## src/rtl/mem_arb_pkg.sv

```systemverilog
// rtl/mem_arb_pkg.sv - shared defaults and state types for the memory arbiter
package mem_arb_pkg;

    localparam int MEM_WORD_W = 32;
    localparam int MEM_ADDR_W = 6;
    localparam int MEM_BEATS  = 4;

    typedef enum logic [1:0] {
        IDLE  = 2'd0,
        D_ACC = 2'd1,
        I_ACC = 2'd2
    } arb_state_t;

    typedef enum logic {
        GRANT_D = 1'b0,
        GRANT_I = 1'b1
    } grant_t;

endpackage

```

## src/rtl/line_assembler.sv

```systemverilog
// rtl/line_assembler.sv - beat counter and line buffer for instruction-cache fills
module line_assembler
    import mem_arb_pkg::*;
#(
    parameter int WORD_W = MEM_WORD_W,
    parameter int BEATS  = MEM_BEATS,
    parameter int BEAT_W = (BEATS > 1) ? $clog2(BEATS) : 1
) (
    input  logic                     clk,
    input  logic                     reset,
    input  logic                     capture,
    input  logic                     deliver,
    input  logic [WORD_W-1:0]        word_in,
    output logic [BEAT_W-1:0]        beat,
    output logic                     last_beat,
    output logic [WORD_W*BEATS-1:0]  line
);

    logic [WORD_W-1:0]        slots [BEATS];
    logic [WORD_W*BEATS-1:0]  held;
    logic [WORD_W*BEATS-1:0]  assembled;

    // The final word bypasses the buffer so the line is usable in its completion cycle.
    always_comb begin
        assembled = '0;
        for (int s = 0; s < BEATS - 1; s++) begin
            assembled[s*WORD_W +: WORD_W] = slots[s];
        end
        assembled[(BEATS-1)*WORD_W +: WORD_W] = word_in;
    end

    assign last_beat = (beat == BEAT_W'(BEATS - 1));
    assign line      = deliver ? assembled : held;

    always_ff @(posedge clk) begin
        if (reset) begin
            beat <= '0;
            held <= '0;
            for (int s = 0; s < BEATS; s++) begin
                slots[s] <= '0;
            end
        end else begin
            if (capture) begin
                slots[beat] <= word_in;
                beat        <= last_beat ? '0 : beat + BEAT_W'(1);
            end
            if (deliver) begin
                held <= assembled;
            end
        end
    end

endmodule

```

## src/rtl/mem_arbiter.sv

```systemverilog
// rtl/mem_arbiter.sv - round-robin arbiter sharing one memory port between D and I caches
module mem_arbiter
    import mem_arb_pkg::*;
#(
    parameter int WORD_W = MEM_WORD_W,
    parameter int ADDR_W = MEM_ADDR_W,
    parameter int BEATS  = MEM_BEATS
) (
    input  logic                     CLK,
    input  logic                     RESET,
    input  logic                     d_read,
    input  logic                     d_write,
    input  logic [ADDR_W-1:0]        d_address,
    input  logic [WORD_W-1:0]        d_writedata,
    output logic [WORD_W-1:0]        d_readdata,
    output logic                     d_busywait,
    input  logic                     i_read,
    input  logic [ADDR_W-3:0]        i_address,
    output logic [WORD_W*BEATS-1:0]  i_readdata,
    output logic                     i_busywait,
    output logic                     mem_read,
    output logic                     mem_write,
    output logic [ADDR_W-1:0]        mem_address,
    output logic [WORD_W-1:0]        mem_writedata,
    input  logic [WORD_W-1:0]        mem_readdata,
    input  logic                     mem_busywait
);

    localparam int BEAT_W = (BEATS > 1) ? $clog2(BEATS) : 1;

    arb_state_t          state;
    grant_t              last_grant;
    logic                issue;
    logic [WORD_W-1:0]   d_held;
    logic [BEAT_W-1:0]   beat;
    logic                last_beat;

    logic d_req, i_req;
    logic access_done, d_complete, beat_done, i_complete;
    logic d_deliver, i_deliver;

    assign d_req = d_read | d_write;
    assign i_req = i_read;

    // Memory stall is meaningless in the issue cycle, so completion needs at least one more.
    assign access_done = !issue && !mem_busywait;
    assign d_complete  = (state == D_ACC) && access_done;
    assign beat_done   = (state == I_ACC) && access_done;
    assign i_complete  = beat_done && last_beat;

    // A requester that withdrew keeps its old data; the memory access still runs to the end.
    assign d_deliver = d_complete && d_req;
    assign i_deliver = i_complete && i_req;

    assign d_busywait = d_req && !d_complete;
    assign i_busywait = i_req && !i_complete;
    assign d_readdata = d_deliver ? mem_readdata : d_held;

    assign mem_writedata = d_writedata;

    always_comb begin
        mem_address = '0;
        case (state)
            D_ACC:   mem_address = d_address;
            I_ACC:   mem_address = {i_address, beat};
            default: mem_address = '0;
        endcase
    end

    line_assembler #(
        .WORD_W (WORD_W),
        .BEATS  (BEATS),
        .BEAT_W (BEAT_W)
    ) u_line (
        .clk       (CLK),
        .reset     (RESET),
        .capture   (beat_done),
        .deliver   (i_deliver),
        .word_in   (mem_readdata),
        .beat      (beat),
        .last_beat (last_beat),
        .line      (i_readdata)
    );

    always_ff @(posedge CLK) begin
        if (RESET) begin
            state      <= IDLE;
            mem_read   <= 1'b0;
            mem_write  <= 1'b0;
            issue      <= 1'b0;
            last_grant <= GRANT_I;
            d_held     <= '0;
        end else begin
            case (state)
                IDLE: begin
                    if (d_req && (!i_req || last_grant == GRANT_I)) begin
                        state      <= D_ACC;
                        mem_write  <= d_write;
                        mem_read   <= !d_write;
                        issue      <= 1'b1;
                        last_grant <= GRANT_D;
                    end else if (i_req) begin
                        state      <= I_ACC;
                        mem_read   <= 1'b1;
                        mem_write  <= 1'b0;
                        issue      <= 1'b1;
                        last_grant <= GRANT_I;
                    end
                end
                D_ACC: begin
                    issue <= 1'b0;
                    if (d_complete) begin
                        state     <= IDLE;
                        mem_read  <= 1'b0;
                        mem_write <= 1'b0;
                        if (d_req) begin
                            d_held <= mem_readdata;
                        end
                    end
                end
                I_ACC: begin
                    issue <= beat_done && !last_beat;
                    if (i_complete) begin
                        state     <= IDLE;
                        mem_read  <= 1'b0;
                        mem_write <= 1'b0;
                    end
                end
                default: begin
                    state     <= IDLE;
                    mem_read  <= 1'b0;
                    mem_write <= 1'b0;
                    issue     <= 1'b0;
                end
            endcase
        end
    end

endmodule
```

## config.mk

```make
export PLATFORM = sky130hd
export DESIGN_NAME = mem_arbiter
export DESIGN_NICKNAME = d
export VERILOG_FILES = /design/src/rtl/mem_arb_pkg.sv /design/src/rtl/line_assembler.sv /design/src/rtl/mem_arbiter.sv
export SDC_FILE = /design/constraint.sdc
export NUM_CORES = 1
export LEC_CHECK = 0
export BUFFER_PORTS_ARGS = -buffer_cell sky130_fd_sc_hd__buf_2
export CORE_MARGIN = 3
export CORE_UTILIZATION = 27
export DETAILED_ROUTE_END_ITERATION = 16
export HOLD_SLACK_MARGIN = 0.12
export SYNTH_ARGS = -nofsm -noshare
export SYNTH_HDL_FRONTEND = slang
export SYNTH_SLANG_ARGS = --single-unit
```

## constraint.sdc

```tcl
create_clock -name CLK -period 3 [get_ports CLK]
set_clock_uncertainty 0.2 [all_clocks]
set_input_delay 0.45 -clock CLK [delete_from_list [all_inputs] [get_ports CLK]]
set_output_delay 0.45 -clock CLK [all_outputs]
set_load 0.02 [all_outputs]
```

==> results of run 1 <==
==> flip-flops by register name, summed over array words and instances, names as in the netlist <==
register / flops
d_held: 32
issue: 1
last_grant: 1
mem_read: 1
mem_write: 1
state: 2
u_line.beat: 2
u_line.held: 128
u_line.slots: 96
==> per-stage QoR <==
stage / setup TNS [ns] / setup WS, ns / cells / total power [mW] / hold slack (ns)
2_1_floorplan: 0 / 0.464 / 1197 / 4.53 / 0.258
3_3_place_gp: 0 / 0.268 / 1830 / 4.82 / 0.280
3_5_place_dp: 0 / 0.208 / 1830 / 4.84 / 0.275
4_1_cts: -1.19 / -0.0381 / 1935 / 8.72 / 0.178
5_1_grt: -2.87 / -0.0565 / 1943 / 9.07 / 0.226
6_report: 0 / 0.0286 / 1946 / 8.74 / 0.217
==> timing repair <==
item                                    in CTS  in global routing
buffers inserted                             7                  4
resized for setup                          170                166
hold endpoints to repair                    98                  0
endpoints found under the setup margin     161                154
pin swaps                                   15                  6
gates cloned                                10                  5
hold buffers                                35                  0
==> where the power goes <==
| group | total, mW | switching, mW | leakage [nW] | internal, mW |
|---|---|---|---|---|
| combinational | 1.25 | 0.817 | 3.78 | 0.438 |
| sequential | 3.89 | 0.0632 | 2.35 | 3.83 |
| clock | 3.60 | 1.43 | 0.480 | 2.17 |
| total | 8.74 | 2.31 | 6.61 | 6.43 |
==> layout make-up <==
type	count	area (um2)
fillers	3952	25100
flip-flops and latches	264	6250
multi-input cells	799	4740
repair buffers	298	2190
clock buffers	47	885
well taps	525	657
clock inverters	6	81.3
inverters	4	15.0
diodes	3	7.51
==> path summary, 6_finish.rpt <==
| path | start | endpoint | slack (ns) |
|---|---|---|---|
| worst max-delay path | state[0] | i_readdata[10] | 0.03 |
| worst min register to register | u_line.held[24] | u_line.held[24] | 0.26 |
| worst min-delay path | d_read | last_grant | 0.22 |
| worst max register to register | state[0] | u_line.slots[1][12] | 0.51 |
==> synthesized netlist by cell type <==
library cell | number | share of area
dfxtp_1 | 168 | 0.31
nand2_1 | 165 | 0.057
a21oi_1 | 164 | 0.075
o21ai_0 | 161 | 0.074
nand3_1 | 160 | 0.073
and2_1 | 97 | 0.055
edfxtp_1 | 96 | 0.26
clkbuf_1 | 84 | 0.029
buf_4 | 32 | 0.022
buf_2 | 14 | 0.0064
a22oi_1 | 6 | 0.0041
nor2b_1 | 6 | 0.0034
ha_1 | 4 | 0.0046
inv_1 | 4 | 0.0014
o32ai_1 | 4 | 0.0032
or2_2 | 4 | 0.0023
clkbuf_2 | 3 | 0.0014
nand2b_1 | 3 | 0.0017
or3_1 | 3 | 0.0017
a21o_1 | 2 | 0.0014
nor2_1 | 2 | 0.00069
nor3b_1 | 2 | 0.0014
a21boi_0 | 1 | 0.00069
and3_1 | 1 | 0.00057
nand3b_1 | 1 | 0.00069
nand4_1 | 1 | 0.00057
nor3_2 | 1 | 0.00091
nor3b_2 | 1 | 0.0011
nor4b_4 | 1 | 0.0022
o211a_1 | 1 | 0.00091
o21bai_1 | 1 | 0.00069
o22ai_1 | 1 | 0.00057
or3b_1 | 1 | 0.00080
or3b_2 | 1 | 0.00080
or4b_1 | 1 | 0.00091
==> kinds of logic (layout without fill, tap and decap cells) <==
logic type,count (synthesis),after routing,share of synthesized area
compound gates,341,341,0.160
fa+ha+maj,4,4,0.00457
simple gates,451,454,0.205
other cells,0,3,0
buf+inv,137,355,0.0599
flops,264,264,0.571
==> critical path: cells and delay by family, from the launching register on <==
| family | cells | cell delay [ns] |
|---|---|---|
| adders and majority gates | 1 | 0.14 |
| AOI/OAI and AO/OA | 1 | 0.19 |
| buffers and inverters | 4 | 0.58 |
| and+or+nand+nor | 2 | 0.53 |
| DFF | 1 | 0.33 |
==> metal layers <==
layer  GRT usage  part of all wire  vias up
met1       0.240              0.45     4679
met4      0.0389             0.018        0
li1            -                 -     4587
met2       0.291              0.47      327
met5           0                 0        -
met3      0.0320             0.061       66
==> key figures, run 1 <==
Die
  – Height of the die: 207 um
  – Chip Width: 207 um
  – Initial Util: 0.274
  – Number of core rows: 73
  – Area of the core: 39900 um2
  – Top-Level Pins: 282
  – Die ar.: 43000 um2

Placement
  – GP Congestion: 0.750
  – Post-detail-place hpwl: 22200 um
  – IO Port Bufs: 217
  – Placed Instance Area: 12400 um2

Clock tree
  – TritonCTS sink count: 264
  – Root Buffer: clkbuf_16
  – H-tree Lvls: 1
  – CTS tree: done
  – Worst-path clk slew: 0.06 ns
  – Clock insertion delay at the later pin of the skew report: 0.54 ns
  – Bufs on Longest Clock Path: 3
  – Total CTS buffers: 29

Global route
  – Initial antenna violation count: 4
  – GRT overflow: 0
  – Gr usage total: 0.175
  – Global-route wire length before repair: 58600 um
  – Largest net degree at the start of global routing: 83
  – Vias in the first global route: 8996

Flow run
  – Max-cap violation count: 0

Power and ir drop
  – Peak VDD IR: 417 uV
  – Lkg Pwr: 6.61 nW
  – Power per cell area: 589 nW/um2

Synthesis
  – Syn Area/Cell: 9.15 um2
  – Syn nets: 1281
  – Post-synthesis cell type count: 35
  – Cells after synthesis: 1197
  – Number of synthesis warnings: 0
  – Post-Syn Area: 10900 um2
  – Sequential area share after synthesis: 0.571
  – Yosys reg bits: 264

Route
  – Vias/cell: 4.96
  – Routed Wire Length: 41400 um
  – Vias: 9659
  – Post-DR wirelength/cell: 21.3 um
  – Initial DRC count: 649
  – Antenna Nets Post-Route: 0
  – Number of detailed-route iterations in the first pass: 5
  – DRC Markers: 0

STA
  – Final max-slew violation count: 0
  – Period utilization: 0.990
  – Relative slew slack: 0.347
  – Final Hold Viols: 0
  – Final setup viols: 0
  – FMAX: 337 MHz
  – Final min period: 2.97 ns
  – Pin slew with the least headroom to its limit: 0.979 ns
  – RSZ-0062 raised after global routing: true

Worst setup path
  – Crit Path Class: reg2out
  – Critical Path Start Type: flip-flop
  – Critical Path Fanout Max: 16
  – Worst path cell trace: inv_2 -> ha_4 -> or3b_4 -> buf_6 -> buf_16 -> o21ai_2 -> nand2_1 -> buf_2
  – FF-to-FF path depth: 8
  – Setup crit end kind: primary output
  – Critical path arrival: 2.32 ns
  – CP Data Required Time: 2.35 ns
  – Critical Path Max Stage Delay: 0.44 ns
  – Critical path's slowest cell: or3b_4

Worst hold path
  – Worst hold path type: in2reg
  – Worst hold stages: 4

Cells and area
  – Design area: 14800 um2
  – Layout cells sized above 1: 0.312
  – Commonest non-fill, non-tap cell in the layout: buf_2
  – Synthesis-to-layout area growth: 35.5%
  – Most frequent cells in the layout: buf_2, a21oi_1, dfxtp_1
  – Final #Nets: 1480
  – Layout Utilization: 0.372

Status
  – Status: finished, final reports clean
No activity file was read; power rests on OpenSTA's default activity.
==> run 2, diff against run 1 <==
ABC_AREA = 1   (was unset)
==> run 2 against run 1 <==
Global-route usage decreased by 4.2 points; hold slack got worse by 0.028 ns; register-to-register slack improved by 0.12 ns; total power decreased by 6.7%; via count decreased by 10%; critical path depth increased by 2; critical endpoint is now i_readdata[76]; highest routed layer unchanged.
==> key figures, run 2 <==
Status
  – Status: finished, final reports clean

Synthesis
  – Post-Syn Area: 11200 um2 (+2.3%)
  – Commonest cells post-synth: nand2_1, dfxtp_1, nor2_1
  – Syn Area/Cell: 9.01 um2 (-1.5%)
  – Syn nets: 1327 (+3.6%)
  – Synth area leaders: dfxtp_1, edfxtp_1, nand2_1, a21oi_2, nand2_2
  – Sequential area share after synthesis: 0.558 (-0.0129)
  – Synth async-reset ratio: 0 (unchanged)
  – Yosys top cell area share: 0.300 (-0.00697)
  – Post-synthesis cell type count: 24 (-31%)
  – Cell taking the most area after synthesis: dfxtp_1
  – Yosys reg bits: 264 (unchanged)
  – Top-count cell post-synth: nand2_1
  – Number of synthesis warnings: 0 (unchanged)
  – Number of synthesized flops with an enable pin: 96 (unchanged)
  – Cells after synthesis: 1243 (+3.8%)
  – Synth Flop Type: dfxtp_1

Cells and area
  – Diodes inserted: 0 (-3)
  – Design area: 14300 um2 (-3.6%)
  – Largest register FFs: 128 (unchanged)
  – Top Registers: u_line.held (128), u_line.slots (96), d_held (32)
  – Most flop-heavy register: u_line.held
  – Synthesis-to-layout area growth: 27.7%
  – Commonest non-fill, non-tap cell in the layout: nand2_1
  – Layout cells sized above 1: 0.354 (+0.0415)
  – Finished Layout Cells: 2028 (+4.2%)
  – Most frequent cells in the layout: nand2_1, buf_2, dfxtp_1
  – Final #Nets: 1564 (+5.7%)

Die
  – Area of the core: 40400 um2 (+1.1%)
  – Chip Width: 210 um (+1.1%)
  – Initial Util: 0.277 (+0.00319)
  – Height of the die: 210 um (+1.1%)
  – Number of core rows: 73 (unchanged)
  – Die ar.: 44000 um2 (+2.3%)
  – Top-Level Pins: 282 (unchanged)

Global route
  – GRT overflow: 0 (unchanged)
  – Largest net degree at the start of global routing: 82 (-1.2%)
  – Gr usage total: 0.133 (-0.0421)
  – Global-route wire length before repair: 47400 um (-19%)
  – Initial antenna violation count: 0 (-4)
  – Vias in the first global route: 8669 (-3.6%)

Worst setup path
  – Worst path cell trace: inv_2 -> ha_4 -> inv_2 -> nor2_4 -> nand3_4 -> buf_4 -> buf_16 -> nand2_1 -> nand2_1 -> buf_2
  – WP depth: 10 (+2)
  – FF-to-FF path depth: 10 (+2)
  – Crit path max-delay family: buffers and inverters
  – Crit path buf inv count: 5 (+1)
  – Setup crit end kind: primary output
  – Critical path arrival: 2.24 ns (-0.08 ns)
  – CP Data Required Time: 2.35 ns (about the same)
  – Critical path's slowest cell: dfxtp_1
  – Launch point of the worst path: state[0]
  – Critical Path Start Type: flip-flop
  – R2r startpoint: state[0]
  – Crit Path Class: reg2out
  – Critical Path Fanout Max: 31 (+15)
  – Critical Path Max Stage Delay: 0.33 ns (-0.11 ns)

Placement
  – Placed Instance Area: 12500 um2 (+1.0%)
  – GP Congestion: 0.747 (-0.29%)
  – IO Port Bufs: 217 (unchanged)
  – Dpl cells: 1914 (+4.6%)
  – Post-detail-place hpwl: 19800 um (-11%)

Flow run
  – Max-cap violation count: 0 (unchanged)

Power and ir drop
  – Peak VDD IR: 349 uV (-16%)
  – Power per cell area: 570 nW/um2 (-3.3%)
  – Lkg Pwr: 7.03 nW (+6.4%)
  – Pwr Total: 8.15 mW (-6.7%)

Clock tree
  – TritonCTS sink count: 264 (unchanged)
  – Total CTS buffers: 29 (unchanged)
  – Clock insertion delay at the later pin of the skew report: 0.55 ns (about the same)
  – Worst-path clk slew: 0.06 ns (about the same)
  – Bufs on Longest Clock Path: 3 (unchanged)
  – H-tree Lvls: 1 (unchanged)
  – Root Buffer: clkbuf_16
  – CTS tree: done

STA
  – Hold WS: 0.190 ns (-0.0277 ns)
  – Relative slew slack: 0.367 (+0.0198)
  – Final Hold Viols: 0 (unchanged)
  – Period utilization: 0.962 (-0.0286)
  – Final min period: 2.89 ns (-0.0859 ns)
  – Final setup viols: 0 (unchanged)
  – Pin slew with the least headroom to its limit: 0.949 ns (-0.0296 ns)
  – RSZ-0062 raised after global routing: true
  – FMAX: 347 MHz (+3.0%)
  – Final max-slew violation count: 0 (unchanged)

Route
  – DRC Markers: 0 (unchanged)
  – Antenna Nets Post-Route: 0 (unchanged)
  – Post-DR wirelength/cell: 15.4 um (-28%)
  – Vias: 8687 (-10%)
  – Vias/cell: 4.28 (-14%)
  – Number of detailed-route iterations in the first pass: 4 (-1)
  – Initial DRC count: 374 (-42%)
  – Routed Wire Length: 31200 um (-25%)

Worst hold path
  – Hold path start: i_read
  – Worst hold path type: in2reg
  – Worst hold stages: 5 (+1)
run 2: cell types whose count changed after synthesis, moves of 58 or more:
cell      before  now
a21oi_1      164   43
a21oi_2        0  100
and2_1        97    0
clkbuf_1      84   26
inv_1          4  112
nand2_1      165  344
nand2_2        0  100
nand3_1      160    2
nor2_1         2  130
o21ai_0      161   36
run 2: area by class of cell:
type	count	area [um2]
clock buffers	39	815
clock inverters	15	154
fillers	4159	26100
inverters	115	444
multi-input cells	770	3890
flip-flops and latches	264	6250
well taps	525	657
repair buffers	300	2100
run 2: cell families (layout without fill, tap and decap cells):
group | after synthesis | after routing | share of synthesized area
adders and majority gates | 4 | 4 | 0.00447
and+or+nand+nor | 585 | 585 | 0.222
DFF | 264 | 264 | 0.558
buffers and inverters | 209 | 469 | 0.101
AOI/OAI and AO/OA | 181 | 181 | 0.115
run 2: path summary, 6_finish.rpt:
check | endpoint | slack, ns
min reg2reg | mem_read | 0.27
max reg2reg | u_line.held[98] | 0.63
max | i_readdata[76] | 0.11
min | mem_read | 0.19
run 2: metal layers:
| layer | part of all wire | global-route usage | vias to the layer above | wire length [um] |
|---|---|---|---|---|
| li1 | - | - | 4354 | - |
| met1 | 0.46 | 0.175 | 4052 | 14400 |
| met2 | 0.46 | 0.222 | 233 | 14300 |
| met3 | 0.057 | 0.0314 | 48 | 1770 |
| met4 | 0.024 | 0.0333 | 0 | 748 |
| met5 | 0 | 0 | - | 0 |
run 2: stage by stage:
stage	setup slack, ns	TNS, ns	utilization
global route	-0.000797	-0.000797	0.354
floorplan	0.384	0	-
global placement	0.405	0	0.310
CTS	0.00648	0	0.351
finish	0.115	0	0.354
detailed placement	0.346	0	0.310
run 2: repair_timing:
action / 4_1_cts / 5_1_grt
endpoints found under the hold margin: 155 / 0
buffers inserted: 10 / 1
resized for setup: 25 / 17
gates cloned: 3 / 4
pin swaps: 1 / 0
hold buffers: 43 / 0
setup endpoints to repair: 128 / 122
run 2: report_power, final:
part	leakage, nW	switching, mW	internal, mW	total (mW)
sequential	2.35	0.0456	3.81	3.86
combinational	4.20	0.464	0.207	0.671
clock	0.488	1.47	2.16	3.63
total	7.03	1.98	6.18	8.15
run 2: worst register-to-register path, stage by stage, from the launching register on:
cell,delay [ns]
dfxtp_1,0.33
inv_2,0.09
ha_4,0.18
inv_2,0.06
nor2_4,0.11
nand3_4,0.12
buf_4,0.19
clkbuf_16,0.21
nand2_1,0.14
a21oi_2,0.06
dlygate4sd3_1,0.56
==> run 3, diff against run 2 <==
CTS_BUF_LIST = sky130_fd_sc_hd__clkbuf_4 sky130_fd_sc_hd__clkbuf_8   (was unset)
==> run 3 against run 2 <==
Non-clock buffer count rose by 2; global-route usage rose by 0.69 points; sequential share of layout area fell by 0.57 points; flip-flop and latch count did not move; count of clock-buffer cells in the layout rose by 38; via count rose by 1.5%; final area rose by 1.4%; combinational power rose by 1%; wire length rose by 2.9%; critical path type unchanged; largest power group unchanged; highest routed layer unchanged.
==> key figures, run 3 (synthesis gave the netlist of run 2 again) <==
Placement
  – Post-detail-place hpwl: 19800 um (unchanged)
  – IO Port Bufs: 217 (unchanged)
  – GP Congestion: 0.747 (unchanged)
  – Placement Setup Slack: 0.346 ns (unchanged)

Die
  – Die ar.: 44000 um2 (unchanged)
  – Top-Level Pins: 282 (unchanged)
  – Initial Util: 0.277 (unchanged)
  – Area of the core: 40400 um2 (unchanged)
  – Number of core rows: 73 (unchanged)
  – Height of the die: 210 um (unchanged)
  – Chip Width: 210 um (unchanged)

Cells and area
  – Top Registers: u_line.held (128), u_line.slots (96), d_held (32)
  – Synthesis-to-layout area growth: 29.4%
  – Largest register FFs: 128 (unchanged)
  – Final #Nets: 1585 (+1.3%)
  – Most flop-heavy register: u_line.held
  – Layout cells sized above 1: 0.366 (+0.0116)
  – Diodes inserted: 0 (unchanged)
  – Most frequent cells in the layout: nand2_1, buf_2, dfxtp_1
  – Commonest non-fill, non-tap cell in the layout: nand2_1

STA
  – Final worst slack: 0.118 ns (+0.00384 ns)
  – Pin slew with the least headroom to its limit: 0.947 ns (-0.00198 ns)
  – Period utilization: 0.961 (-0.00128)
  – Hold WS: 0.178 ns (-0.0120 ns)
  – Final min period: 2.88 ns (-0.00384 ns)
  – Relative slew slack: 0.368 (+0.00132)
  – Final Hold Viols: 0 (unchanged)
  – RSZ-0062 raised after global routing: true
  – Final max-slew violation count: 0 (unchanged)
  – Final setup viols: 0 (unchanged)
  – FMAX: 347 MHz (+0.13%)

Route
  – Post-DR wirelength/cell: 15.6 um (+1.0%)
  – DRC Markers: 0 (unchanged)
  – Number of detailed-route iterations in the first pass: 5 (+1)
  – Vias/cell: 4.27 (-0.28%)
  – Routed Wire Length: 32100 um (+2.9%)
  – Initial DRC count: 452 (+21%)
  – Antenna Nets Post-Route: 0 (unchanged)
  – Vias: 8821 (+1.5%)

Global route
  – Vias in the first global route: 8889 (+2.5%)
  – Initial antenna violation count: 0 (unchanged)
  – GRT overflow: 0 (unchanged)
  – Gr usage total: 0.140 (+0.00687)
  – Global-route wire length before repair: 48900 um (+3.1%)
  – Largest net degree at the start of global routing: 82 (unchanged)

Worst setup path
  – Setup crit end kind: primary output
  – Critical path arrival: 2.23 ns (about the same)
  – CP Data Required Time: 2.35 ns (about the same)
  – Critical Path Fanout Max: 16 (-48%)
  – Crit Path Class: reg2out
  – Critical Path Start Type: flip-flop

Power and ir drop
  – Lkg Pwr: 7.12 nW (+1.3%)
  – Power per cell area: 556 nW/um2 (-2.4%)
  – Peak VDD IR: 280 uV (-20%)

Clock tree
  – Root Buffer: clkbuf_8
  – TritonCTS sink count: 264 (unchanged)
  – H-tree Lvls: 2 (+1)
  – CTS tree: done
  – Total CTS buffers: 48 (+66%)
  – Bufs on Longest Clock Path: 3 (unchanged)
  – Clock insertion delay at the later pin of the skew report: 0.58 ns (+0.03 ns)
  – Worst-path clk slew: 0.06 ns (about the same)

Flow run
  – Max-cap violation count: 0 (unchanged)

Status
  – Status: finished, final reports clean

Worst hold path
  – Worst hold path type: in2reg
## run 3: power breakdown
part           internal, mW  total [mW]  switching [mW]
Clock                  2.00        3.52            1.52
Combinational         0.213       0.681           0.468
Sequential             3.82        3.86          0.0451
Total                  6.03        8.06            2.04
## run 3: final timing paths
| check | startpoint | cells past startpoint | slack, ns | end |
|---|---|---|---|---|
| max | state[0] | 12 | 0.12 | i_readdata[108] |
| min | d_write | 5 | 0.18 | issue |
| max reg2reg | state[0] | 10 | 0.75 | u_line.held[99] |
| min reg2reg | mem_read | 2 | 0.27 | mem_read |
## run 3: timing repair
action / in CTS / in global routing
cloned: 6 / 4
setup buffers: 7 / 1
pin swaps: 2 / 0
hold buffers: 46 / 0
endpoints found under the hold margin: 168 / 0
setup endpoints to repair: 130 / 153
gates resized for setup: 26 / 46
## run 3: through the flow
step                      TNS, ns  cells   util  power [mW]  cell area [um2]
after CTS                  -0.145   2061  0.355        8.19            14300
after global routing       -0.113   2065  0.359        8.44            14500
final                           0   2065  0.359        8.06            14500
after global placement          0   1914  0.310        4.56            12500
after floorplan                 0   1243      -        4.38            11200
after detailed placement        0   1914  0.310        4.57            12500
## run 3: layout make-up
| class | instances | area [um2] |
|---|---|---|
| flip-flops and latches | 264 | 6250 |
| inverters | 115 | 439 |
| clock buffers | 77 | 903 |
| clock inverters | 12 | 92.6 |
| well taps | 525 | 657 |
| fillers | 4166 | 25900 |
| multi-input cells | 770 | 3860 |
| repair buffers | 302 | 2300 |
## run 3: worst max-delay path, cell delays in order (launching register included)
cell and delay (ns):
dfxtp_2 0.33, inv_2 0.08, ha_4 0.14, inv_2 0.04
nor2_4 0.11, nand3_4 0.13, inv_8 0.10, buf_12 0.12
buf_16 0.16, buf_8 0.14, nand2_1 0.07, nand2_1 0.09
buf_6 0.13
## run 3: metal layers
metal,global-route usage,vias up,part of all wire
met4,0.0413,0,0.019
met2,0.228,258,0.46
met5,0,-,0
met3,0.0430,51,0.063
met1,0.179,4109,0.46
li1,-,4403,-
